===== config.mk =====
export PLATFORM = sky130hd
export DESIGN_NAME = cp0_exc_ctrl
export DESIGN_NICKNAME = d
export VERILOG_FILES = /design/src/rtl/cp0_exc_ctrl.sv
export SDC_FILE = /design/constraint.sdc
export NUM_CORES = 1
export LEC_CHECK = 0
export BUFFER_PORTS_ARGS = -buffer_cell sky130_fd_sc_hd__clkbuf_2
export CAP_MARGIN = 20
export CORE_MARGIN = 2
export CORE_UTILIZATION = 44
export CTS_CLUSTER_DIAMETER = 80
export DETAILED_ROUTE_END_ITERATION = 8
export PLACE_DENSITY = 0.81
export SLEW_MARGIN = 10
export SYNTH_ARGS = -nofsm -noshare
export SYNTH_HDL_FRONTEND = slang
export SYNTH_SLANG_ARGS = --single-unit

===== constraint.sdc =====
create_clock -name clk -period 2.3 [get_ports clk]
set_clock_uncertainty 0.05 [all_clocks]
set_input_delay 0.46 -clock clk [delete_from_list [all_inputs] [get_ports clk]]
set_output_delay 0.46 -clock clk [all_outputs]
set_load 0.05 [all_outputs]

===== src/rtl/cp0_exc_ctrl.sv =====
// Coprocessor-0 / exception controller at the M stage: SR, Cause, EPC, PRId, exception request.
// Optional BadVAddr register (index 8) is built only when CP0_BADVADDR_EN is defined.
module cp0_exc_ctrl #(
    parameter logic [31:0] PRID       = 32'h2019_0007,
    parameter logic [31:0] HANDLER_PC = 32'h0000_4180
) (
    input  logic        clk,
    input  logic        reset,
    input  logic [4:0]  rd_addr,
    input  logic [4:0]  wr_addr,
    input  logic [31:0] wr_data,
    input  logic        we,
    input  logic [31:0] pc_m,
    input  logic        bd_m,
    input  logic [4:0]  exc_code,
    input  logic        exc_vld,
    input  logic [5:0]  hwint,
    input  logic        eret,
    input  logic [31:0] badvaddr_in,
    output logic [31:0] rd_data,
    output logic [31:0] epc_out,
    output logic        exc_req,
    output logic [31:0] handler_pc
);

    localparam logic [4:0] REG_BADVADDR = 5'd8;
    localparam logic [4:0] REG_SR       = 5'd12;
    localparam logic [4:0] REG_CAUSE    = 5'd13;
    localparam logic [4:0] REG_EPC      = 5'd14;
    localparam logic [4:0] REG_PRID     = 5'd15;

    logic [5:0]  im_q, im_d;
    logic        exl_q, exl_d;
    logic        ie_q, ie_d;
    logic        bd_q, bd_d;
    logic [5:0]  ip_q, ip_d;
    logic [4:0]  code_q, code_d;
    logic [31:0] epc_q, epc_d;

    logic        irq;
    logic        exc;
    logic [4:0]  taken_code;
    logic [31:0] epc_base;

    assign irq        = (|(hwint & im_q)) & ie_q & ~exl_q;
    assign exc        = exc_vld & ~exl_q;
    assign exc_req    = irq | exc;
    assign taken_code = irq ? 5'd0 : exc_code;
    assign epc_base   = bd_m ? (pc_m - 32'd4) : pc_m;

    // An exception edge owns the register file: mtc0 and eret in that cycle are dropped.
    always_comb begin
        // NOTE: every next-state signal gets its hold value first so no path infers a latch.
        im_d   = im_q;
        exl_d  = exl_q;
        ie_d   = ie_q;
        bd_d   = bd_q;
        code_d = code_q;
        epc_d  = epc_q;
        ip_d   = hwint;
        if (exc_req) begin
            exl_d  = 1'b1;
            code_d = taken_code;
            bd_d   = bd_m;
            epc_d  = epc_base & 32'hFFFF_FFFC;
        end else begin
            if (we) begin
                case (wr_addr)
                    REG_SR: begin
                        im_d  = wr_data[15:10];
                        exl_d = wr_data[1];
                        ie_d  = wr_data[0];
                    end
                    REG_EPC: epc_d = wr_data & 32'hFFFF_FFFC;
                    default: ;
                endcase
            end
            if (eret) exl_d = 1'b0;
        end
    end

    // NOTE: sequential state uses non-blocking assignments; reset is asynchronous so a handler aborts at once.
    always_ff @(posedge clk or negedge reset) begin
        if (!reset) begin
            im_q   <= '0;
            exl_q  <= 1'b0;
            ie_q   <= 1'b0;
            bd_q   <= 1'b0;
            ip_q   <= '0;
            code_q <= '0;
            epc_q  <= '0;
        end else begin
            im_q   <= im_d;
            exl_q  <= exl_d;
            ie_q   <= ie_d;
            bd_q   <= bd_d;
            ip_q   <= ip_d;
            code_q <= code_d;
            epc_q  <= epc_d;
        end
    end

`ifdef CP0_BADVADDR_EN
    logic [31:0] badvaddr_q, badvaddr_d;

    always_comb begin
        badvaddr_d = badvaddr_q;
        if (exc_req && (taken_code == 5'd4 || taken_code == 5'd5)) badvaddr_d = badvaddr_in;
    end

    always_ff @(posedge clk or negedge reset) begin
        if (!reset) badvaddr_q <= '0;
        else        badvaddr_q <= badvaddr_d;
    end
`else
    logic unused_badvaddr;
    assign unused_badvaddr = ^badvaddr_in;
`endif

    always_comb begin
        rd_data = 32'h0;
        case (rd_addr)
            REG_SR:    rd_data = {16'h0, im_q, 8'h0, exl_q, ie_q};
            REG_CAUSE: rd_data = {bd_q, 15'h0, ip_q, 3'h0, code_q, 2'b00};
            REG_EPC:   rd_data = epc_q;
            REG_PRID:  rd_data = PRID;
`ifdef CP0_BADVADDR_EN
            REG_BADVADDR: rd_data = badvaddr_q;
`endif
            default:   rd_data = 32'h0;
        endcase
    end

    assign epc_out    = epc_q;
    assign handler_pc = HANDLER_PC;

endmodule


==> results.json <==
{
  "setup_ws_ns": -0.00796,
  "slowest_stage": "or4_4",
  "reg2reg_to": "epc_out[14]",
  "htree_levels": 2,
  "cap_violations": 0,
  "dp_hpwl_um": 8530,
  "routed_wl_um": 11000,
  "layout.nets": 717,
  "cts_buffer_depth": 2,
  "hold_viol": 0,
  "power_density_mw_per_mm2": 977,
  "clkLatencyLatePin_ns": 0.30,
  "synth_top_area_share_pct": 35.4,
  "worstMarginPinSlew_ns": 0.592,
  "grt_max_degree": 39,
  "ys_seq_elements": 50,
  "root_buffer": "clkbuf_8",
  "initial_utilization_pct": 45.5,
  "route.detailed.drc": 0,
  "drive_above_1_share_pct": 39.1,
  "synth_area_sq_mm": 0.00354,
  "syn2layout_area_growth_pct": 35.7,
  "relSlewSlack_pct": 60.2,
  "start_kind": "input pin",
  "cts-buffers-inserted": 5,
  "postSynthAreaPerCell_sq_um": 8.59,
  "n_antenna_cell": 0,
  "rsz0062_at_grt": "true",
  "rrSetupSlack_ns": 0.41,
  "reg2reg_from": "im_q[2]",
  "fmax_ghz": 0.433,
  "period_share_pct": 100,
  "hold_class": "input pin to asynchronous set/reset pin",
  "final_cells": 696,
  "yosys.area.top_type": "dfrtp_1",
  "ys_seq_area_share_pct": 35.4,
  "num_rows": 32,
  "die_h_um": 93.7,
  "p_leak_uw": 0.00237,
  "finalSetupViolations": 1,
  "clkTransAtPathRegs_ns": 0.10,
  "worst_path_dominant_cell_family": "simple AND/OR/NAND/NOR gates",
  "antenna_found_initial": 0,
  "synthTopCellsByArea": "dfrtp_1 (35%), a31oi_1 (7.4%), buf_4 (7.2%), mux2i_1 (5.4%), a211oi_1 (3.8%)",
  "drt_pass1_iterations": 5,
  "max_stage_delay_ns": 0.54,
  "cp.required_ns": 2.48,
  "yosys.cell_types.count": 45,
  "dieArea_sq_mm": 0.00877,
  "violations": "negative setup slack",
  "crit_arrival_ns": 2.49,
  "netlist_instances": 412,
  "core_sq_mm": 0.00777,
  "grt_pass1_vias": 3571,
  "r2r_cells": 6,
  "crit_path_cell_trace": "clkbuf_2 > or4_4 > or4b_4 > buf_6 > or4_1 > a31oi_1",
  "vias": 3760,
  "ys.flop_type": "dfrtp_1",
  "final-max-slew-violation-count": 0,
  "grt_first_pass_wirelength_um": 17000,
  "cts_hold_buf": 0,
  "layout_common_cells": "clkbuf_2 (142), buf_4 (52), dfrtp_1 (50), a31oi_1 (42), nor2_1 (36)",
  "path_max_fanout": 9,
  "cp-end-kind": "flop",
  "viasPerCell": 5.40,
  "worstSetupPathType": "input pin to flop",
  "numClockSinks": 50,
  "finalSetupTns_ns": -0.00796,
  "portBuffers": 151,
  "dp_cells": 682,
  "layout_min_cycle_time_ns": 2.31,
  "grt_usage_pct": 24.3,
  "routedWlPerCell_um": 15.8,
  "die_w_um": 93.7,
  "io_pins": 220,
  "final_common_cell": "clkbuf_2",
  "overflow": 0,
  "synth_edf_count": 0,
  "antenna_left": 0,
  "ys_warn_count": 0,
  "synth_async_sr_flop_share_pct": 100,
  "status": "complete, but fails checks",
  "cts_tree": "done",
  "first_iter_violations": 168,
  "cp.buffers_inverters": 2,
  "fin_total_pwr_uw": 4690,
  "routabilityCongestion": 0.906,
  "worst_ir_drop_vdd_mv": 0.456
}
## cell usage after synthesis (all sizes together) (2+ instances only)
library cell	number
and2	14
o31ai	16
clkbuf	26
nand2	22
a21oi	10
conb	2
mux2i	19
a211oi	18
nor4b	2
or3	9
inv	22
or4b	2
xor2	6
a31oi	42
xnor2	4
or4	18
mux2	7
nor2	36
nor2b	3
buf	37
a22o	8
nand3	3
dfrtp	50
and3	2
a22oi	5
o21ai	5
or2	8
nand3b	2
## layer usage
metal  share of wire (%)  global-route usage [%]
met3                 8.3                    4.57
met5                   0                       0
met1                  39                    30.7
met4                 2.7                    8.70
met2                  49                    41.5
## stage by stage
stage               setup WS (ns)  hold slack (ns)  cell area, sq um  util (%)
floorplan                 -0.0694            0.114              3660         -
global placement           -0.295            0.417              4640      59.7
detailed placement         -0.340            0.416              4640      59.7
CTS                       0.00544           0.0780              4750      61.1
global route              -0.0507           0.0928              4800      61.8
finish                   -0.00796           0.0709              4800      61.8
## area by class of cell
cell class / count / area [sq um]
Inverter: 22 / 82.6
Sequential cell: 50 / 1250
Tap cell: 102 / 128
Timing Repair Buffer: 205 / 1240
Clock inverter: 1 / 30.0
Multi-Input combinational cell: 309 / 1990
Clock buffer: 7 / 76.3
Fill cell: 686 / 2970
## flip-flops by register name (all words and copies together), names as in the netlist
name,cells
ip_q,6
code_q,5
bd_q,1
epc_out,30
im_q,6
exl_q,1
ie_q,1
## cells by family (layout without fill, tap and decap cells)
family,Yosys count,count (layout),share of synthesized area [%]
simple gates,130,130,20.4
fa+ha+maj,1,1,0.354
xor+xnor,10,10,2.48
compound gates,108,108,20.9
buf+inv,85,235,12.7
mux,26,26,7.61
other cells,2,34,0.212
flops,50,50,35.4
## power breakdown
part | internal [uW] | switching, uW | leakage [uW] | total, uW
sequential | 1220 | 288 | 0.000580 | 1510
combinational | 730 | 1820 | 0.00173 | 2550
clock | 326 | 300 | 0.0000524 | 626
total | 2280 | 2410 | 0.00237 | 4690
## repair_timing
action                     CTS  global route
setup buffers                0             5
resized for setup            1             6
gates cloned                 0             1
pin swaps                    0             1
setup endpoints to repair    2            17
## how the worst max path moves through the flow
| stage | depth (start not counted) | slack, ns | endpoint | from |
|---|---|---|---|---|
| floorplan | 5 | -0.07 | epc_out[18] | pc_m[10] |
| global placement | 6 | -0.29 | epc_out[28] | pc_m[10] |
| detailed placement | 6 | -0.34 | epc_out[26] | pc_m[10] |
| CTS | 6 | 0.005 | epc_out[26] | pc_m[10] |
| global route | 6 | -0.05 | epc_out[20] | pc_m[10] |
| finish | 6 | -0.008 | epc_out[26] | pc_m[10] |
Note: power is estimated with default switching activity, not from simulation.
